==> config.mk <==
export PLATFORM = sky130hd
export DESIGN_NAME = uart_rx_mmio
export DESIGN_NICKNAME = d
export VERILOG_FILES = /design/src/rtl/uart_rx_mmio.sv
export SDC_FILE = /design/constraint.sdc
export NUM_CORES = 1
export LEC_CHECK = 0
export ABC_AREA = 0
export BUFFER_PORTS_ARGS = -buffer_cell sky130_fd_sc_hd__buf_4
export CORE_MARGIN = 5
export CORE_UTILIZATION = 63
export DETAILED_ROUTE_END_ITERATION = 10
export GPL_ROUTABILITY_DRIVEN = 1
export GPL_TIMING_DRIVEN = 1
export PLACE_DENSITY_LB_ADDON = 0.25
export SYNTH_ARGS = -nofsm -noshare
export SYNTH_HDL_FRONTEND = slang
export SYNTH_SLANG_ARGS = --single-unit
==> constraint.sdc <==
create_clock -name clk -period 8.1 [get_ports clk]
set_clock_uncertainty 0.15 [all_clocks]
set_input_delay 0.81 -clock clk [delete_from_list [all_inputs] [get_ports clk]]
set_output_delay 0.81 -clock clk [all_outputs]
set_load 0.005 [all_outputs]
==> src/rtl/uart_rx_mmio.sv <==
// UART receiver (8N1, LSB first) with a receive FIFO, exposed as a responder
// on the picorv32 native memory bus: DATA / DIV / STATUS registers.
module uart_rx_mmio #(
  parameter int DIV_RESET  = 1085,
  parameter int FIFO_DEPTH = 8
) (
  input  logic        clk,
  input  logic        resetn,
  input  logic        rxd,
  input  logic        mem_valid,
  input  logic        mem_sel,
  input  logic [3:0]  mem_addr,
  input  logic [31:0] mem_wdata,
  input  logic [3:0]  mem_wstrb,
  output logic        mem_ready,
  output logic [31:0] mem_rdata,
  output logic        rx_irq
);

  // state   | meaning
  // S_IDLE  | line idle, waiting for rxd_s low
  // S_START | timing to the centre of the start bit
  // S_DATA  | sampling data bits 0..7
  // S_STOP  | timing to the centre of the stop bit
  // S_BREAK | framing error, waiting for the line to return high
  typedef enum logic [2:0] {S_IDLE, S_START, S_DATA, S_STOP, S_BREAK} state_t;

  localparam int AW = $clog2(FIFO_DEPTH);
  localparam int CW = AW + 1;

  logic          rxd_m, rxd_s;
  state_t        state;
  logic [15:0]   tmr, div, div_new;
  logic [2:0]    idx;
  logic [7:0]    shreg;
  logic [7:0]    fifo_mem [FIFO_DEPTH];
  logic [AW-1:0] wr_ptr, rd_ptr;
  logic [CW-1:0] count;
  logic          overrun, frame_err;
  logic          accept, is_read, pop, push_req, do_push, fifo_full, fifo_nempty;
  logic          tmr_exp, stop_bad, div_wr, stat_wr;
  logic [1:0]    reg_sel;
  logic [4:0]    count5;
  logic [31:0]   rd_val;

  always_ff @(posedge clk) begin
    if (!resetn) begin
      rxd_m <= 1'b1;
      rxd_s <= 1'b1;
    end else begin
      rxd_m <= rxd;
      rxd_s <= rxd_m;
    end
  end

  assign tmr_exp  = (tmr == 16'd0);
  assign push_req = (state == S_STOP) && tmr_exp && rxd_s;
  assign stop_bad = (state == S_STOP) && tmr_exp && !rxd_s;

  always_ff @(posedge clk) begin
    if (!resetn) begin
      state <= S_IDLE;
      tmr   <= '0;
      idx   <= '0;
      shreg <= '0;
    end else begin
      if (!tmr_exp) tmr <= tmr - 16'd1;
      case (state)
        S_IDLE: if (!rxd_s) begin
          // start-bit centre lands div>>1 clocks after the falling edge
          tmr   <= (div >> 1) - 16'd1;
          state <= S_START;
        end
        S_START: if (tmr_exp) begin
          if (!rxd_s) begin
            tmr   <= div - 16'd1;
            idx   <= '0;
            state <= S_DATA;
          end else begin
            state <= S_IDLE;
          end
        end
        S_DATA: if (tmr_exp) begin
          shreg[idx] <= rxd_s;
          tmr        <= div - 16'd1;
          idx        <= idx + 3'd1;
          if (idx == 3'd7) state <= S_STOP;
        end
        S_STOP:  if (tmr_exp) state <= rxd_s ? S_IDLE : S_BREAK;
        S_BREAK: if (rxd_s) state <= S_IDLE;
        default: state <= S_IDLE;
      endcase
    end
  end

  assign accept      = mem_valid && mem_sel && !mem_ready;
  assign is_read     = (mem_wstrb == 4'b0000);
  assign reg_sel     = mem_addr[3:2];
  assign fifo_full   = (count == CW'(FIFO_DEPTH));
  assign fifo_nempty = (count != '0);
  assign pop         = accept && is_read && (reg_sel == 2'd0) && fifo_nempty;
  assign do_push     = push_req && !fifo_full;
  assign div_wr      = accept && !is_read && (reg_sel == 2'd1) && (mem_wstrb[1:0] != 2'b00);
  assign stat_wr     = accept && !is_read && (reg_sel == 2'd2) && mem_wstrb[0];
  assign count5      = 5'(count);

  always_comb begin
    div_new = div;
    if (mem_wstrb[0]) div_new[7:0]  = mem_wdata[7:0];
    if (mem_wstrb[1]) div_new[15:8] = mem_wdata[15:8];
    if (div_new < 16'd4) div_new = 16'd4;
  end

  always_comb begin
    rd_val = 32'h0;
    case (reg_sel)
      2'd0:    rd_val = fifo_nempty ? {24'h0, fifo_mem[rd_ptr]} : 32'hFFFF_FFFF;
      2'd1:    rd_val = {16'h0, div};
      2'd2:    rd_val = {23'h0, count5, frame_err, overrun, fifo_full, fifo_nempty};
      default: rd_val = 32'h0;
    endcase
  end

  always_ff @(posedge clk) begin
    if (do_push) fifo_mem[wr_ptr] <= shreg;
  end

  always_ff @(posedge clk) begin
    if (!resetn) begin
      wr_ptr    <= '0;
      rd_ptr    <= '0;
      count     <= '0;
      overrun   <= 1'b0;
      frame_err <= 1'b0;
      div       <= 16'(DIV_RESET);
      mem_ready <= 1'b0;
      mem_rdata <= 32'h0;
    end else begin
      if (do_push) wr_ptr <= wr_ptr + 1'b1;
      if (pop)     rd_ptr <= rd_ptr + 1'b1;
      count <= count + CW'(do_push) - CW'(pop);
      // set beats a same-cycle write-1-to-clear
      if (push_req && fifo_full)             overrun <= 1'b1;
      else if (stat_wr && mem_wdata[2])      overrun <= 1'b0;
      if (stop_bad)                          frame_err <= 1'b1;
      else if (stat_wr && mem_wdata[3])      frame_err <= 1'b0;
      if (div_wr) div <= div_new;
      mem_ready <= accept;
      mem_rdata <= (accept && is_read) ? rd_val : 32'h0;
    end
  end

  assign rx_irq = fifo_nempty;

endmodule

==> results of run 1 <==
-- synth_stat cells, types with 3 or more instances --
library cell	instances	share of area, %
o21ai_0	10	0.70
a32oi_1	3	0.37
o31ai_1	7	0.74
clkbuf_1	31	1.6
or3_1	11	0.97
a21oi_1	39	2.7
nor2b_1	7	0.61
or4_1	10	1.1
and2_1	3	0.26
buf_2	6	0.42
o32ai_1	4	0.49
and3_1	4	0.35
nand2b_1	3	0.26
a22oi_1	3	0.32
nor4b_1	3	0.37
and4_1	3	0.37
buf_1	8	0.42
or3b_2	3	0.37
ha_1	15	2.6
a211oi_1	3	0.32
buf_4	15	1.6
edfxtp_1	64	27
o41ai_1	4	0.49
a31oi_1	3	0.26
nor3b_1	7	0.74
xnor2_1	15	1.8
nor4_1	13	1.1
nor2_1	58	3.1
or2_2	3	0.26
a221oi_1	8	0.98
mux2i_1	31	4.4
xor2_1	12	1.5
nand2_1	37	2.0
nand4_1	16	1.4
mux4_2	16	5.1
inv_1	21	1.1
a211o_1	3	0.37
o31a_1	6	0.74
o21a_1	9	0.95
o22ai_1	8	0.70
dfxtp_1	81	23
nand3_1	18	1.3
nor3_1	17	1.2
-- area by class of cell --
class / instances / area (µm²)
Clock buffer: 18 / 429
Clock inverter: 14 / 121
Fill cell: 745 / 2880
Inverter: 23 / 86.3
Multi-Input combinational cell: 438 / 3180
Sequential cell: 145 / 3540
Tap cell: 140 / 175
Timing Repair Buffer: 69 / 518
-- layer usage --
metal	share of wire, %	routed length [µm]
met2	50	8590
met1	39	6570
met5	0	0
met4	2.8	481
met3	8.2	1400
-- kinds of logic after synthesis --
logic type / share of synthesized area (%)
AOI/OAI and AO/OA: 11.2
xor gates and xnor gates: 3.32
adders and majority gates: 2.92
buffers and inverters: 5.59
DFF: 49.8
muxes: 9.42
and+or+nand+nor: 17.7
-- layout by cell type (no fill, tap or decap), types with 4 or more instances in the layout --
master	Yosys	final
o22ai_1	8	8
nor3b_1	7	7
or3_1	11	11
nand3_1	18	18
nor2_1	58	58
a221oi_1	8	8
xor2_1	12	12
edfxtp_1	64	64
o21a_1	9	9
xnor2_1	15	15
o32ai_1	4	4
nor3_1	17	17
ha_1	15	15
mux2i_1	31	31
nor4_1	13	13
o21ai_0	10	10
or4_1	10	10
inv_6	0	5
and3_1	4	4
o31a_1	6	6
o41ai_1	4	4
mux4_2	16	16
nand4_1	16	16
a21oi_1	39	39
nand2_1	37	37
buf_4	15	69
dfxtp_1	81	81
nor2b_1	7	7
clkbuf_16	0	17
inv_1	21	21
o31ai_1	7	7
clkinvlp_4	0	4
-- flip-flops by register name, summed over array words and instances (netlist names), named ones only --
name	flops
shreg	8
count	4
idx	3
rxd_m	1
div	16
mem_ready	1
fifo_mem	64
wr_ptr	3
rxd_s	1
state	3
frame_err	1
rd_ptr	3
overrun	1
tmr	16
mem_rdata	17
-- how the worst max path moves through the flow --
| stage | slack [ns] | to | cells past startpoint |
|---|---|---|---|
| CTS | 4.19 | fifo_mem[0][5]$_DFFE_PP_ | 8 |
| floorplan | 4.82 | fifo_mem[4][0]$_DFFE_PP_ | 8 |
| finish | 4.24 | fifo_mem[0][5]$_DFFE_PP_ | 8 |
| global placement | 4.24 | fifo_mem[4][0]$_DFFE_PP_ | 8 |
| detailed placement | 4.19 | fifo_mem[0][3]$_DFFE_PP_ | 8 |
| global route | 4.04 | fifo_mem[4][0]$_DFFE_PP_ | 8 |
-- power groups by stage --
stage | sequential [mW] | combinational, mW | clock [mW]
2_1_floorplan | 0.841 | 0.348 | 0
3_3_place_gp | 0.857 | 0.396 | 0
3_5_place_dp | 0.862 | 0.407 | 0
6_report | 0.849 | 0.414 | 0.731
5_1_grt | 0.855 | 0.451 | 0.779
4_1_cts | 0.847 | 0.409 | 0.735
==> metrics.csv, run 1 <==
metric,value,unit
status,completed,
first-pass GRT wire length,26.9,mm
Resized cells post-CTS,0,
final period utilization,47.6,%
Worst path slowest cell,nor4_1,
Int Power,1.37,mW
fin area,0.00805,mm²
First DRT Iteration DRCs,568,
Max Cap Viol,0,
"Clk Latency, worst-skew pair",0.43,ns
R2R setup slack,4.24,ns
worst slew pin tran,1.06,ns
clock network power share,36.7,%
Required @ worst endpoint,8.09,ns
placed cells,815,
cell area after synthesis,0.00712,mm²
drt first pass iters,6,
via-per-instance ratio,6.51,
max_slew headroom,28.9,%
Worst Reg-to-Reg Cells,8,
Tot Pwr,1.99,mW
# hold bufs at CTS,0,
DIE WIDTH,116,µm
Mapped Cells,668,
grt met2 use,44.5,%
"Hold Vio Cnt, Final",0,
Post-Syn Nets,729,
Hold Path Class,reg2reg,
CP max FO,15,
initial antenna violation count,0,
Syn. warnings,0,
Syn Area/Cell,10.7,µm²
Reg2Reg Launch Point,tmr[0]$_SDFF_PN0_,
met1 global-route usage,32.0,%
final wirelength,17.0,mm
DRC,0,
Static Leak,2.96,nW
nets,755,
Post-synth EDFFs,64,
"FFs w/ async S/R, synth",0,%
vias after detailed routing,5516,
CTS buffer count,17,
peak supply drop,0.226,mV
Worst Setup Path Type,reg2reg,
share of layout cells above drive strength 1,18.7,%
clock root buffer,clkbuf_16,
largest net degree at the start of global routing,38,
post-route ant nets,0,
vias in the first global route,5164,
WHS,0.258,ns
RSZ-0062 raised after global routing,no,
Routed WL per cell,20.1,µm
Sink Count,145,
worst setup path start,tmr[0]$_SDFF_PN0_,
"Seq/Total Area, Yosys",49.8,%
CTS max path bufs,2,
busiest grt layer,met2,
P_sw,0.623,mW
met3 GRT Util,6.32,%
Final Slew Violations,0,
hold depth,1,
Final setup viols,0,
Initial Util,65.1,%
"critical path, cell by cell",inv_1 -> ha_1 -> nor4b_1 -> nand4_2 -> nor4_4 -> inv_2 -> nor4_1 -> buf_4,
Worst Path Arrival,3.84,ns
H-tree depth,4,
combinational power share,20.7,%
Sequential Power Share,42.6,%
input/output buffers,60,
Power Density,248,mW/mm²
DP Area,0.00750,mm²
switching portion of total power,31.3,%
CP peak stage delay,0.82,ns
Place WS,4.19,ns
final HPWL from detailed placement,11.6,mm
buffers and inverters on the worst path,3,
ANT cells,0,
Core ar.,0.0109,mm²
CTS tree,done,
minimum clock period,3.86,ns
min-delay src,rxd_m$_SDFF_PN1_,
ys flop type,dfxtp_1,
"Clk pin slew, worst setup/hold paths",0.06,ns
startpoint types,flop,
Netlist cell types,65,
TNS Setup,0,ns
PnR worst setup slack,4.24,ns
"flops & latches, synth",145,
CP Capture Type,flop,
worst reg2reg endpoint,fifo_mem[0][5]$_DFFE_PP_,
GRT overflow,0,
post-layout util,73.6,%
gpl congestion,0.888,
# rows,38,
die area,0.0135,mm²
postcts setup bufs,0,
GRT Overall Usage,26.2,%
WHS Endpoint,rxd_s$_SDFF_PN1_,
Die Ht,116,µm
final cell count without fillers,847,
P&R area growth vs syn,13.1,%
critical path's top delay family,simple AND/OR/NAND/NOR gates,
maximum clock rate,0.259,GHz
I/O pin count,79,
No activity file was read; power rests on OpenSTA's default activity.
==> inputs of run 2 (changes only) <==
--- a/config.mk
+++ b/config.mk
@@ -8,7 +8,7 @@
 export ABC_AREA = 0
 export BUFFER_PORTS_ARGS = -buffer_cell sky130_fd_sc_hd__buf_4
 export CORE_MARGIN = 5
-export CORE_UTILIZATION = 63
+export CORE_UTILIZATION = 53
 export DETAILED_ROUTE_END_ITERATION = 10
 export GPL_ROUTABILITY_DRIVEN = 1
 export GPL_TIMING_DRIVEN = 1
==> constraint.sdc (replaced) <==
create_clock -name clk -period 3.2 [get_ports clk]
set_clock_uncertainty 0.15 [all_clocks]
set_input_delay 0.32 -clock clk [delete_from_list [all_inputs] [get_ports clk]]
set_output_delay 0.32 -clock clk [all_outputs]
set_load 0.005 [all_outputs]
==> run 2 against run 1 <==
Against the previous run: cell count is 7.2% higher; global-route usage is 3.8 points lower; clock-buffer cell count is 1 higher; critical path depth is 4 higher; sequential share of layout area is 1.6 points lower; total power grew to 2.6 times the previous value; critical endpoint is now count[2]$_SDFF_PN0_; largest cell class unchanged; largest power group unchanged.
==> metrics.csv, run 2 (synthesized netlist as in run 1, its figures left out) <==
metric,value,unit,change
status,completed,,unchanged
drt first pass iters,5,,was 6
I/O pin count,79,,unchanged
Required @ worst endpoint,3.33,ns,was 8.09 ns
Worst Reg-to-Reg Cells,12,,was 8
via-per-instance ratio,6.02,,was 6.51
P&R area growth vs syn,17.4,%,was 13.1%
DIE WIDTH,126,µm,was 116 µm
Sequential Power Share,41.3,%,was 42.6%
Hold Path Class,in2reg,,was reg2reg
Initial Util,54.0,%,was 65.1%
Power Density,622,mW/mm²,was 248 mW/mm²
RSZ-0062 raised after global routing,no,,unchanged
Core ar.,0.0132,mm²,was 0.0109 mm²
vias after detailed routing,5469,,was 5516
CP Capture Type,flop,,unchanged
post-route ant nets,0,,unchanged
GRT Overall Usage,22.4,%,was 26.2%
"commonest non-fill, non-tap cell in the layout",buf_4,,was dfxtp_1
clock root buffer,clkbuf_16,,unchanged
P_sw,1.59,mW,was 0.623 mW
share of layout cells above drive strength 1,20.1,%,was 18.7%
worst slew pin tran,0.912,ns,was 1.06 ns
"Clk pin slew, worst setup/hold paths",0.06,ns,about the same
postcts setup bufs,0,,unchanged
final HPWL from detailed placement,12.0,mm,was 11.6 mm
max reg flops,64,,unchanged
input/output buffers,60,,unchanged
H-tree depth,4,,unchanged
first-pass GRT wire length,28.3,mm,was 26.9 mm
PnR worst setup slack,0.266,ns,was 4.24 ns
largest net degree at the start of global routing,38,,unchanged
worst setup path start,tmr[1]$_SDFF_PN0_,,was tmr[0]$_SDFF_PN0_
CTS buffer count,17,,unchanged
startpoint types,flop,,unchanged
clock network power share,36.6,%,was 36.7%
DRC,0,,unchanged
max_slew headroom,38.7,%,was 28.9%
peak supply drop,0.358,mV,was 0.226 mV
hold depth,3,,was 1
Die Ht,126,µm,was 116 µm
Place WS,0.127,ns,was 4.19 ns
"Clk Latency, worst-skew pair",0.42,ns,was 0.43 ns
CTS tree,done,,unchanged
Worst Setup Path Type,reg2reg,,unchanged
"Hold Vio Cnt, Final",0,,unchanged
Static Leak,3.09,nW,was 2.96 nW
WHS Endpoint,div[8]$_SDFFE_PN0P_,,was rxd_s$_SDFF_PN1_
Int Power,3.60,mW,was 1.37 mW
final cell count without fillers,908,,was 847
gpl congestion,0.905,,was 0.888
CTS max path bufs,2,,unchanged
die area,0.0159,mm²,was 0.0135 mm²
Final Slew Violations,0,,unchanged
vias in the first global route,5353,,was 5164
GRT overflow,0,,unchanged
switching portion of total power,30.6,%,was 31.3%
final wirelength,17.4,mm,was 17.0 mm
minimum clock period,2.93,ns,was 3.86 ns
nets,780,,was 755
worst reg2reg endpoint,count[2]$_SDFF_PN0_,,was fifo_mem[0][5]$_DFFE_PP_
CP max FO,4,,was 15
# rows,42,,was 38
combinational power share,22.0,%,was 20.7%
TNS Setup,0,ns,unchanged
most frequent cells in the layout,"buf_4, dfxtp_1, edfxtp_1",,"was dfxtp_1, buf_4, edfxtp_1"
Max Cap Viol,0,,unchanged
First DRT Iteration DRCs,541,,was 568
biggest regs,"fifo_mem: 64 flops, mem_rdata: 17 flops",,unchanged
Sink Count,145,,unchanged
R2R setup slack,0.27,ns,was 4.24 ns
ANT cells,0,,unchanged
Biggest register,fifo_mem,,unchanged
Reg2Reg Launch Point,tmr[1]$_SDFF_PN0_,,was tmr[0]$_SDFF_PN0_
maximum clock rate,0.341,GHz,was 0.259 GHz
min-delay src,mem_wdata[8],,was rxd_m$_SDFF_PN1_
Routed WL per cell,19.2,µm,was 20.1 µm
Worst Path Arrival,3.07,ns,was 3.84 ns
initial antenna violation count,0,,unchanged
placed cells,864,,was 815
Final setup viols,0,,unchanged
final period utilization,91.7,%,was 47.6%
-- run 2: how the worst max path moves through the flow --
stage	to	slack, ns	cells past startpoint
3_5_place_dp	count[2]$_SDFF_PN0_	0.13	12
2_1_floorplan	fifo_mem[0][0]$_DFFE_PP_	0.05	8
6_report	count[2]$_SDFF_PN0_	0.27	12
4_1_cts	count[2]$_SDFF_PN0_	0.10	12
3_3_place_gp	count[2]$_SDFF_PN0_	0.25	12
5_1_grt	count[2]$_SDFF_PN0_	0.009	12
-- run 2: final cells by class --
type / count / area, µm²
clock buffer: 19 / 443
clock inverter: 13 / 129
fill: 1022 / 4830
inverter: 23 / 86.3
multi-input combinational: 438 / 3200
sequential: 145 / 3540
tap: 176 / 220
timing repair buffer: 94 / 736
-- run 2: stage by stage --
stage	hold WS (ns)	utilization, %	total power [mW]	cell area, µm²
after floorplan	0.236	-	3.01	7130
after global placement	0.257	58.0	3.22	7650
after detailed placement	0.250	58.0	3.26	7650
after CTS	0.000332	63.3	5.18	8340
after global routing	0.0156	63.4	5.42	8360
final	0.0140	63.4	5.19	8360
-- run 2: power by group through the flow --
stage / Combinational, mW / Clock, mW / Sequential (mW)
after floorplan: 0.882 / 0 / 2.13
after global placement: 1.07 / 0 / 2.16
after detailed placement: 1.09 / 0 / 2.17
after CTS: 1.11 / 1.93 / 2.13
after global routing: 1.24 / 2.02 / 2.16
final: 1.14 / 1.90 / 2.15
-- run 2: critical path: stages (launching register included) --
cell and delay, ns:
dfxtp_1 0.33, inv_1 0.10, ha_1 0.18, nor4b_2 0.27, nand4_2 0.23, nor4_4 0.33, inv_2 0.06, ha_1 0.27
inv_1 0.04, ha_1 0.20, fa_1 0.40, xnor2_1 0.19, nor2_1 0.05
-- run 2: what timing repair did --
action | CTS | global route
hold buffers | 12 | 0
resized for setup | 0 | 2
setup endpoints to repair | 0 | 3
endpoints found under the hold margin | 12 | 0
-- run 2: routing by layer --
layer,global-route usage [%],vias to the layer above,wire [µm]
li1,-,2588,-
met1,29.2,2651,7490
met2,37.1,202,8610
met3,4.53,28,913
met4,8.01,0,384
met5,0,-,0
